## src/rtl/char_scanout.sv

```systemverilog
// char_scanout: walks one character-buffer row per active line, fetches glyph rows from the
// char ROM and serialises them MSB-first. Define CHAR_SCANOUT_CURSOR_EN for a blinking cursor overlay.
module char_scanout #(
  parameter int COLS      = 80,
  parameter int ROWS      = 24,
  parameter int ADDR_BITS = 11,
  parameter int CHAR_W    = 8,
  parameter int CHAR_H    = 16
) (
  input  logic                 clk,
  input  logic                 reset_n,
  input  logic                 frame_start,
  input  logic                 line_start,
  input  logic [4:0]           first_row,
  output logic [ADDR_BITS-1:0] raddr,
  input  logic [7:0]           rdata,
  output logic [10:0]          rom_addr,
  input  logic [7:0]           rom_data,
`ifdef CHAR_SCANOUT_CURSOR_EN
  input  logic [6:0]           cursor_col,
  input  logic [4:0]           cursor_row,
  input  logic                 cursor_on,
`endif
  output logic                 pixel,
  output logic                 pixel_valid,
  output logic                 busy
);
  localparam int SUB_W = $clog2(CHAR_W);
  localparam int COL_W = (COLS > 1) ? $clog2(COLS) : 1;

  typedef enum logic [1:0] {S_IDLE, S_FETCH, S_DRAIN} state_t;

  state_t                 state_q, state_d;
  logic [SUB_W-1:0]       sub_q, sub_d, pix_left_q, pix_left_d;
  logic [COL_W-1:0]       col_q, col_d, fetch_col;
  logic                   stage1_q, stage1_d, stage2_q, stage2_d;
  logic                   last1_q, last1_d, last2_q, last2_d, last_cell_q, last_cell_d;
  logic                   inv_q, inv_d, pix_valid_q, pix_valid_d;
  logic [CHAR_W-1:0]      shreg_q, shreg_d, glyph;
  logic [3:0]             scan_q, scan_d;
  logic [4:0]             row_q, row_d, fs_row;
  logic [ADDR_BITS-1:0]   row_base_q, row_base_d, fs_base;
  logic                   issue, eol;
`ifdef CHAR_SCANOUT_CURSOR_EN
  logic [4:0]             scr_row_q, scr_row_d, frame_cnt_q, frame_cnt_d;
  logic                   cursor_hit;
`endif

  // Glyph row widened or truncated to the cell width; pad columns are blank.
  if (CHAR_W > 8) begin : g_wide
    assign glyph = {rom_data, {(CHAR_W - 8){1'b0}}};
  end else if (CHAR_W == 8) begin : g_exact
    assign glyph = rom_data;
  end else begin : g_narrow
    assign glyph = rom_data[7 -: CHAR_W];
  end

  assign busy        = (state_q != S_IDLE);
  assign pixel_valid = pix_valid_q;
  assign pixel       = pix_valid_q & shreg_q[CHAR_W-1];
  assign rom_addr    = stage1_q ? {rdata[6:0], scan_q} : 11'd0;

  always_comb begin
    fs_row      = (int'(first_row) < ROWS) ? first_row : 5'd0;
    fs_base     = ADDR_BITS'(int'(fs_row) * COLS);
    fetch_col   = line_start ? '0 : col_q;
    issue       = line_start || (state_q == S_FETCH && sub_q == '0);
    eol         = pix_valid_q && (pix_left_q == '0) && last_cell_q;
    raddr       = line_start ? (frame_start ? fs_base : row_base_q)
                             : row_base_q + ADDR_BITS'(col_q);

    state_d     = state_q;
    sub_d       = sub_q;
    col_d       = col_q;
    stage1_d    = issue;
    last1_d     = issue && (fetch_col == COL_W'(COLS - 1));
    stage2_d    = stage1_q;
    last2_d     = last1_q;
    inv_d       = inv_q;
    shreg_d     = shreg_q << 1;
    pix_left_d  = pix_left_q;
    pix_valid_d = pix_valid_q;
    last_cell_d = last_cell_q;
    scan_d      = scan_q;
    row_d       = row_q;
    row_base_d  = row_base_q;
`ifdef CHAR_SCANOUT_CURSOR_EN
    scr_row_d   = scr_row_q;
    frame_cnt_d = frame_cnt_q;
    cursor_hit  = cursor_on && frame_cnt_q[4] && (int'(col_q) == int'(cursor_col))
                  && (scr_row_q == cursor_row);
`endif

    if (state_q == S_FETCH) begin
      if (sub_q == SUB_W'(CHAR_W - 1)) begin
        sub_d = '0;
        if (col_q == COL_W'(COLS - 1)) begin
          state_d = S_DRAIN;
          col_d   = '0;
        end else begin
          col_d = col_q + COL_W'(1);
        end
      end else begin
        sub_d = sub_q + SUB_W'(1);
      end
    end

    if (stage1_q) begin
`ifdef CHAR_SCANOUT_CURSOR_EN
      inv_d = rdata[7] ^ cursor_hit;
`else
      inv_d = rdata[7];
`endif
    end

    // Loads land exactly when the previous cell's last pixel is out, keeping the stream gapless.
    if (stage2_q) begin
      shreg_d     = glyph ^ {CHAR_W{inv_q}};
      pix_valid_d = 1'b1;
      pix_left_d  = SUB_W'(CHAR_W - 1);
      last_cell_d = last2_q;
    end else if (pix_valid_q) begin
      if (pix_left_q == '0) begin
        pix_valid_d = 1'b0;
        last_cell_d = 1'b0;
      end else begin
        pix_left_d = pix_left_q - SUB_W'(1);
      end
    end

    if (eol) begin
      state_d = S_IDLE;
    end

    // row_base advances by accumulation so no multiplier sits on the per-line path.
    if (eol && !line_start) begin
      if (scan_q == 4'(CHAR_H - 1)) begin
        scan_d = 4'd0;
`ifdef CHAR_SCANOUT_CURSOR_EN
        scr_row_d = (scr_row_q == 5'(ROWS - 1)) ? 5'd0 : scr_row_q + 5'd1;
`endif
        if (row_q == 5'(ROWS - 1)) begin
          row_d      = 5'd0;
          row_base_d = '0;
        end else begin
          row_d      = row_q + 5'd1;
          row_base_d = row_base_q + ADDR_BITS'(COLS);
        end
      end else begin
        scan_d = scan_q + 4'd1;
      end
    end

    if (frame_start) begin
      row_d       = fs_row;
      row_base_d  = fs_base;
      scan_d      = 4'd0;
`ifdef CHAR_SCANOUT_CURSOR_EN
      scr_row_d   = 5'd0;
      frame_cnt_d = frame_cnt_q + 5'd1;
`endif
      state_d     = S_IDLE;
      sub_d       = '0;
      col_d       = '0;
      stage1_d    = 1'b0;
      last1_d     = 1'b0;
      stage2_d    = 1'b0;
      last2_d     = 1'b0;
      pix_valid_d = 1'b0;
      pix_left_d  = '0;
      last_cell_d = 1'b0;
    end

    if (line_start) begin
      state_d     = S_FETCH;
      sub_d       = SUB_W'(1);
      col_d       = '0;
      stage1_d    = 1'b1;
      stage2_d    = 1'b0;
      last2_d     = 1'b0;
      pix_valid_d = 1'b0;
      pix_left_d  = '0;
      last_cell_d = 1'b0;
    end
  end

  always_ff @(posedge clk or negedge reset_n) begin
    if (!reset_n) begin
      state_q     <= S_IDLE;
      sub_q       <= '0;
      col_q       <= '0;
      stage1_q    <= 1'b0;
      stage2_q    <= 1'b0;
      last1_q     <= 1'b0;
      last2_q     <= 1'b0;
      last_cell_q <= 1'b0;
      inv_q       <= 1'b0;
      shreg_q     <= '0;
      pix_left_q  <= '0;
      pix_valid_q <= 1'b0;
      scan_q      <= 4'd0;
      row_q       <= 5'd0;
      row_base_q  <= '0;
`ifdef CHAR_SCANOUT_CURSOR_EN
      scr_row_q   <= 5'd0;
      frame_cnt_q <= 5'd0;
`endif
    end else begin
      state_q     <= state_d;
      sub_q       <= sub_d;
      col_q       <= col_d;
      stage1_q    <= stage1_d;
      stage2_q    <= stage2_d;
      last1_q     <= last1_d;
      last2_q     <= last2_d;
      last_cell_q <= last_cell_d;
      inv_q       <= inv_d;
      shreg_q     <= shreg_d;
      pix_left_q  <= pix_left_d;
      pix_valid_q <= pix_valid_d;
      scan_q      <= scan_d;
      row_q       <= row_d;
      row_base_q  <= row_base_d;
`ifdef CHAR_SCANOUT_CURSOR_EN
      scr_row_q   <= scr_row_d;
      frame_cnt_q <= frame_cnt_d;
`endif
    end
  end
endmodule

```

## config.mk

```make
export PLATFORM = sky130hd
export DESIGN_NAME = char_scanout
export DESIGN_NICKNAME = d
export VERILOG_FILES = /design/src/rtl/char_scanout.sv
export SDC_FILE = /design/constraint.sdc
export NUM_CORES = 1
export LEC_CHECK = 0
export CORE_MARGIN = 2
export CORE_UTILIZATION = 54
export DETAILED_ROUTE_END_ITERATION = 8
export PLACE_DENSITY = 0.81
export SYNTH_ARGS = -nofsm -noshare
export SYNTH_HDL_FRONTEND = slang
export SYNTH_SLANG_ARGS = --single-unit
```

## constraint.sdc

```tcl
create_clock -name clk -period 2.85 [get_ports clk]
set_input_delay 0.57 -clock clk [delete_from_list [all_inputs] [get_ports clk]]
set_output_delay 0.57 -clock clk [all_outputs]
set_load 0.1 [all_outputs]
```

# Word level (Yosys, flattened, before mapping)
# Cells that the tools add are included.
# word_totals
ff_bits	50
ramBits	0
romBits	0
output_inout_bits	25
memories	0
word_cells	111
latchBits	0
# classes
multipliers	1
addsub	7
n_eq_ne	7
div_mod_pow	0
shift	0
mux	54
n_reduce_logical	24
magnitude_cmp	1
n_bitwise	2
# op_table
op	n
11-bit 2-to-1 mux	7
7-bit 2-to-1 mux	6
3-bit 2-to-1 mux	9
5-bit 2-to-1 mux	5
4-bit nonzero test	5
1-bit 2-to-1 mux	17
7-bit equality test, second input constant	2
2-bit 2-to-1 mux	6
4-bit 2-to-1 mux	3
11-bit by 7-bit adder with 11-bit output	1
11-bit by 7-bit adder with 11-bit output, second input constant	1
8-bit 2-to-1 mux	1
2-bit AND reduction	4
8-bit XOR	1
7-bit by 1-bit adder with 7-bit output, second input constant	1
5-bit by 3-bit multiplier with 7-bit output, second input constant	1
3-bit zero test	2
2-bit nonzero test	3
3-bit nonzero test	2
5-bit by 1-bit adder with 5-bit output, second input constant	1
5-bit equality test, second input constant	1
1-bit logical AND	5
5-bit less-than comparator, second input constant	1
4-bit by 1-bit adder with 4-bit output, second input constant	1
other kinds (10)	10

# Logic depth before layout (Yosys ltp)
# depth
depth_word	7
mapped_depth	10
depth_no_buf	10

# Least setup slack after synthesis
# OpenSTA, ideal clock, no wires.
# synth_timing
path_kind	input -> output
start	input frame_start
end	output raddr[5]
setup_slack_ns	-0.458
cell_stages	4
arrival_time_ns	2.738
cell_sequence	buf_6 clkbuf_1 nand2_1 a31oi_1
# synth_via
elab_chain_len	2
# synth_lines
element	line	source
from (decl)	12	input logic frame_start,
11-bit 2-to-1 mux (2 in a row)	69	raddr = line_start ? (frame_start ? fs_base : row_base_q)
to (decl)	15	output logic [ADDR_BITS-1:0] raddr,
# Every way passes these cells.

# Worst setup path after layout
# layout_timing
start	input first_row[4]
end	output raddr[8]
# layout_via
elab_chain_len	5
# layout_lines
element	line	source
from (decl)	14	input logic [4:0] first_row,
5-bit less-than comparator	64	fs_row = (int'(first_row) < ROWS) ? first_row : 5'd0;
5-bit 2-to-1 mux (*)	64	
5-bit by 3-bit multiplier with 7-bit output (*)	65	fs_base = ADDR_BITS'(int'(fs_row) * COLS);
11-bit 2-to-1 mux (*) (2 in a row)	69	
# Mark *: on every way between the ends. The rest lies on a longest branch, timed or not.

==> results summary <==
The flow ran to the end, but the final reports show violations. The final reports fail on setup timing. The synthesized-area fraction occupied by and/or/nand/nor cells came out at 0.210. The most frequently used flop master after synthesis is dfrtp_1. After clock tree synthesis, the clock-pin slew on the worst setup and hold paths is 0.09 ns. The starting utilization of the core area is 0.554. Hold repair after CTS inserted 0 buffers. In the routed design, unresolved DRC markers number 0. The highest clock rate is 338 MHz. The number of sinks on the clock net came out at 46. The first global-routing pass estimated 13.1 mm of wire. The post-layout total power is 2.00 mW.

The static leakage power came out at around 1.8 nW. The count of buffers inserted at the top-level ports is between 40 and 50. For this run, the register share of the synthesized area comes to 0.382.

The root buffer cell chosen for the clock tree is clkbuf_8. The internal power of the cells is ~1.3 mW. For flop-to-flop paths, the worst setup slack is just over 1 ns. The die area came out at just over 0.006 mm². The depth of the CTS H-tree is 2.

The synthesized instance count is between 300 and 400. In this run the horizontal extent of the chip is 78.7 µm. The critical path goes through buf_12 -> buf_6 -> a21oi_4 -> ha_4 -> ha_4 -> inv_4 -> fa_2 -> o32ai_2 -> a21oi_2 -> nand3_4 -> buf_12.

The fraction of final layout cells with drive strength greater than 1 is 0.247. The number of nets in the synthesized netlist is between 300 and 400. STA classifies the critical path startpoint as a primary input. The critical path required time is roughly 2.3 ns. The proportion of power drawn by the clock network is 0.250. The wire-length estimate of the detail-placed layout is ~5.7 mm. The antenna violation net count after detailed routing came out at 0. Across the VDD grid, the largest voltage drop is between 0.0003 and 0.0004 V.

Routability-driven placement finished with a final weighted congestion of 0.860. The share of flip-flops with an asynchronous set or reset came out at 1.00. Dividing the synthesized area by the synthesized cell count gives 8.86 µm². The number of primary I/O pins came out at 50.

The net switching power of the design came out at 739 µW. By startpoint and endpoint, the worst setup path is classified as primary input to output port. The number of distinct library cells after synthesis came out at 60. The number of DRC violations after detailed-routing iteration 0 came out at approximately 230.

The highest-delay cell along the critical path is fa_2. The routed wirelength normalized by instance count is 16.6 µm. The critical path ends at raddr[8]. Summing all non-filler instances in the final layout gives an area of 0.00413 mm². The cell count after placement is between 400 and 500. For met1 alone, demand over resource in global routing was 0.334. The number of rows in the core area is 27. Tracing the worst setup path back leads to its startpoint at first_row[4].

After synthesis the cells add up to 0.00301 mm². After synthesis, the largest family of logic cells by area is simple AND/OR/NAND/NOR gates. The global routing stage identified its most utilized layer as met2. The clock network latency to the later pin of the worst-skew pair came out at 0.30 ns. The hold violation count in the final report is 0. The chip height came out at 78.7 µm. The first TritonRoute pass finished after 5 iterations. The sequential group share of total power came out at 0.390.

The met3 usage in global routing came out at 0.0500. The worst clock skew came out at 0.00896 ns. In the finished design, the share of the clock period the worst path needs comes to 1.04. The routed layout has 2791 vias.

Of the total synthesized cell area, the portion taken by XOR and XNOR cells is 0.0640. The core box area is 0.00544 mm². The CTS tree is built. The switching fraction of total power came out at 0.370.

The core utilization of the finished layout is 0.760. In this run, synthesis inferred 0 flip-flops with an integrated enable. Headroom to the max-slew limit came out at 0.322. The power per cell area came out at 483 mW/mm².

The number of violations of the max-capacitance limit came out at 0. In this run the cell area measured after placement is roughly 0.0039 mm². The warning count from the yosys run is 0. For this run, the total global-route usage over all layers was measured as 0.269.

The compound-gate portion of the synthesized area is 0.191. The number of standard cells in the layout, taps in and fillers out is 473. The largest buffer count on any clock path is 2. The number of synthesized register bits is 46.

Timing analysis after detailed placement gives a worst setup slack of -0.665 ns. The number of diodes is 0. The measured slew at the worst slew-check pin came out at a little over 1 ns. In this run the worst path has a maximum fanout of 5. The class of the worst hold path is primary input to asynchronous set/reset pin. Setup violations remaining at the end of the flow were counted as 3. The time the final worst path needs with I/O delays and setup came out at between 2 and 3 ns. Clock tree synthesis inserted a total of 5 buffers. The post-route worst setup slack came out at -0.109 ns. The largest net degree at the start of global routing is 47.

The share of synthesized area spent on multiplexers came out at 0.0208. The final wirelength came out at 7.86 mm. The number of nets in the layout is 444. Fill cells in the final layout number 388. For this run, global-route usage on met2 was measured as 0.474.

The initial antenna violation count is 0. In this run the critical register-to-register path is launched from pix_left_q[0]$_DFFE_PN0P_. The final global-route overflow total came out at 0. The count of cells along the worst register-to-register path is 6. Setup repair after global routing could not meet its margin everywhere. The synthesized-area fraction occupied by adder cells came out at 0.0814. The synthesis-to-layout area growth is 37.1%. The biggest cell delay along the critical path came out at 0.57 ns. The total count of max-transition violations in the final report is 0. The number of global-route vias before repair came out at between 2000 and 3000.

The critical register-to-register path endpoint is row_q[4]$_DFFE_PN0P_. The data arrival time of the critical path came out at about 2.4 ns. The routed via count divided by cell count is 5.90.

The worst setup path is captured at an output port. The proportion of power drawn by combinational gates came out at 0.360.
## layout by cell type (no fill, tap or decap), types with 3 or more instances in the layout
cell type        synthesis  layout
ha_1                    18      13
buf_4                    0      27
dfrtp_1                 46      46
a21oi_2                  0       4
buf_2                    6       3
o211ai_1                 3       3
a21oi_1                 34      29
nand2_1                 23      22
clkdlybuf4s50_1          0      18
xor2_1                   5       5
o21ai_0                 14      14
or2_2                    4       4
a31oi_1                  5       4
xnor2_1                 17      17
buf_12                   0      19
clkbuf_8                 0       5
and3_1                   4       4
ha_4                     0       5
a21o_1                   3       3
nand4_1                  3       3
nor2_1                  34      34
nand3_1                 13      11
mux2i_1                  4       3
o21ai_1                  3       3
inv_4                    0       3
nor2b_1                  6       5
and2_1                  16      14
inv_1                   19      16
## worst max-delay path, delay by kind of cell
family	cells	cell delay, ns
adder cells (fa/ha/maj)	3	0.89
buffers and inverters	4	0.43
AO/OA/AOI/OAI	3	0.41
AND/OR/NAND/NOR	1	0.09
## cells by family after synthesis
kind of cell,count (synthesis)
DFF,46
and+or+nand+nor,121
adders and majority gates,19
other,1
xor gates and xnor gates,22
muxes,6
buffers and inverters,36
AOI/OAI and AO/OA,89
## metrics by stage
step	hold WS, ns	setup TNS, ns
after detailed placement	0.457	-1.98
after CTS	0.472	-0.247
after global routing	0.491	-0.416
final	0.432	-0.180
after global placement	0.432	-1.67
after floorplan	0.274	-0.452
## worst min path at each step
stage,slack (ns),endpoint,depth (start not counted)
global placement,0.43,last2_q$_DFF_PN0_,1
global route,0.49,last2_q$_DFF_PN0_,1
floorplan,0.27,col_q[0]$_DFFE_PN0P_,0
finish,0.43,sub_q[2]$_DFFE_PN0P_,1
detailed placement,0.46,last2_q$_DFF_PN0_,1
CTS,0.47,sub_q[1]$_DFFE_PN0P_,1
## sequential cells by signal, indices dropped and copies added, names as in the netlist, 2 cells and up
name and cells:
row_q 5, pix_left_q 3, sub_q 3, state_q 2
scan_q 4, col_q 7, row_base_q 7, shreg_q 8
## area by class of cell
cell class / instances / area (µm²) / share of cell area
Tap cell: 72 / 90.1 / 0.0218
Inverter: 19 / 78.8 / 0.0191
Sequential cell: 46 / 1150 / 0.279
Clock buffer: 5 / 68.8 / 0.0167
Multi-Input combinational cell: 258 / 1880 / 0.456
Timing Repair Buffer: 70 / 813 / 0.197
Clock inverter: 3 / 45.0 / 0.0109
## power by group through the flow
stage,clock network [mW],logic (mW),registers [mW]
final,0.499,0.719,0.779
after global routing,0.524,0.766,0.788
after CTS,0.501,0.709,0.776
after detailed placement,0,0.690,0.786
after global placement,0,0.676,0.783
after floorplan,0,0.473,0.750
## routing by layer
metal  vias to the layer above  wire length [µm]
met1                      1320              3170
met2                       134              3940
met4                         0               153
met5                         -                 0
met3                        22               600
li1                       1315                 -
## Yosys cell counts (all sizes together), types with 3 or more instances
master	count	area share
dfrtp	46	0.38
nor2	35	0.044
a21oi	34	0.056
nand2	23	0.029
inv	19	0.024
ha	18	0.075
o21ai	18	0.031
and2	17	0.036
xnor2	17	0.049
nand3	13	0.022
buf	9	0.016
clkbuf	8	0.010
nor2b	6	0.012
a31oi	5	0.010
or2	5	0.011
xor2	5	0.015
and3	4	0.0083
mux2i	4	0.013
a21o	3	0.0075
nand4	3	0.0062
o211ai	3	0.0075
## what timing repair did
action / CTS / global route
pin swaps: 15 / 12
setup endpoints to repair: 4 / 3
resized for setup: 36 / 8
setup buffers: 1 / 2
gates cloned: 0 / 0
Note: power is estimated with default switching activity, not from simulation.
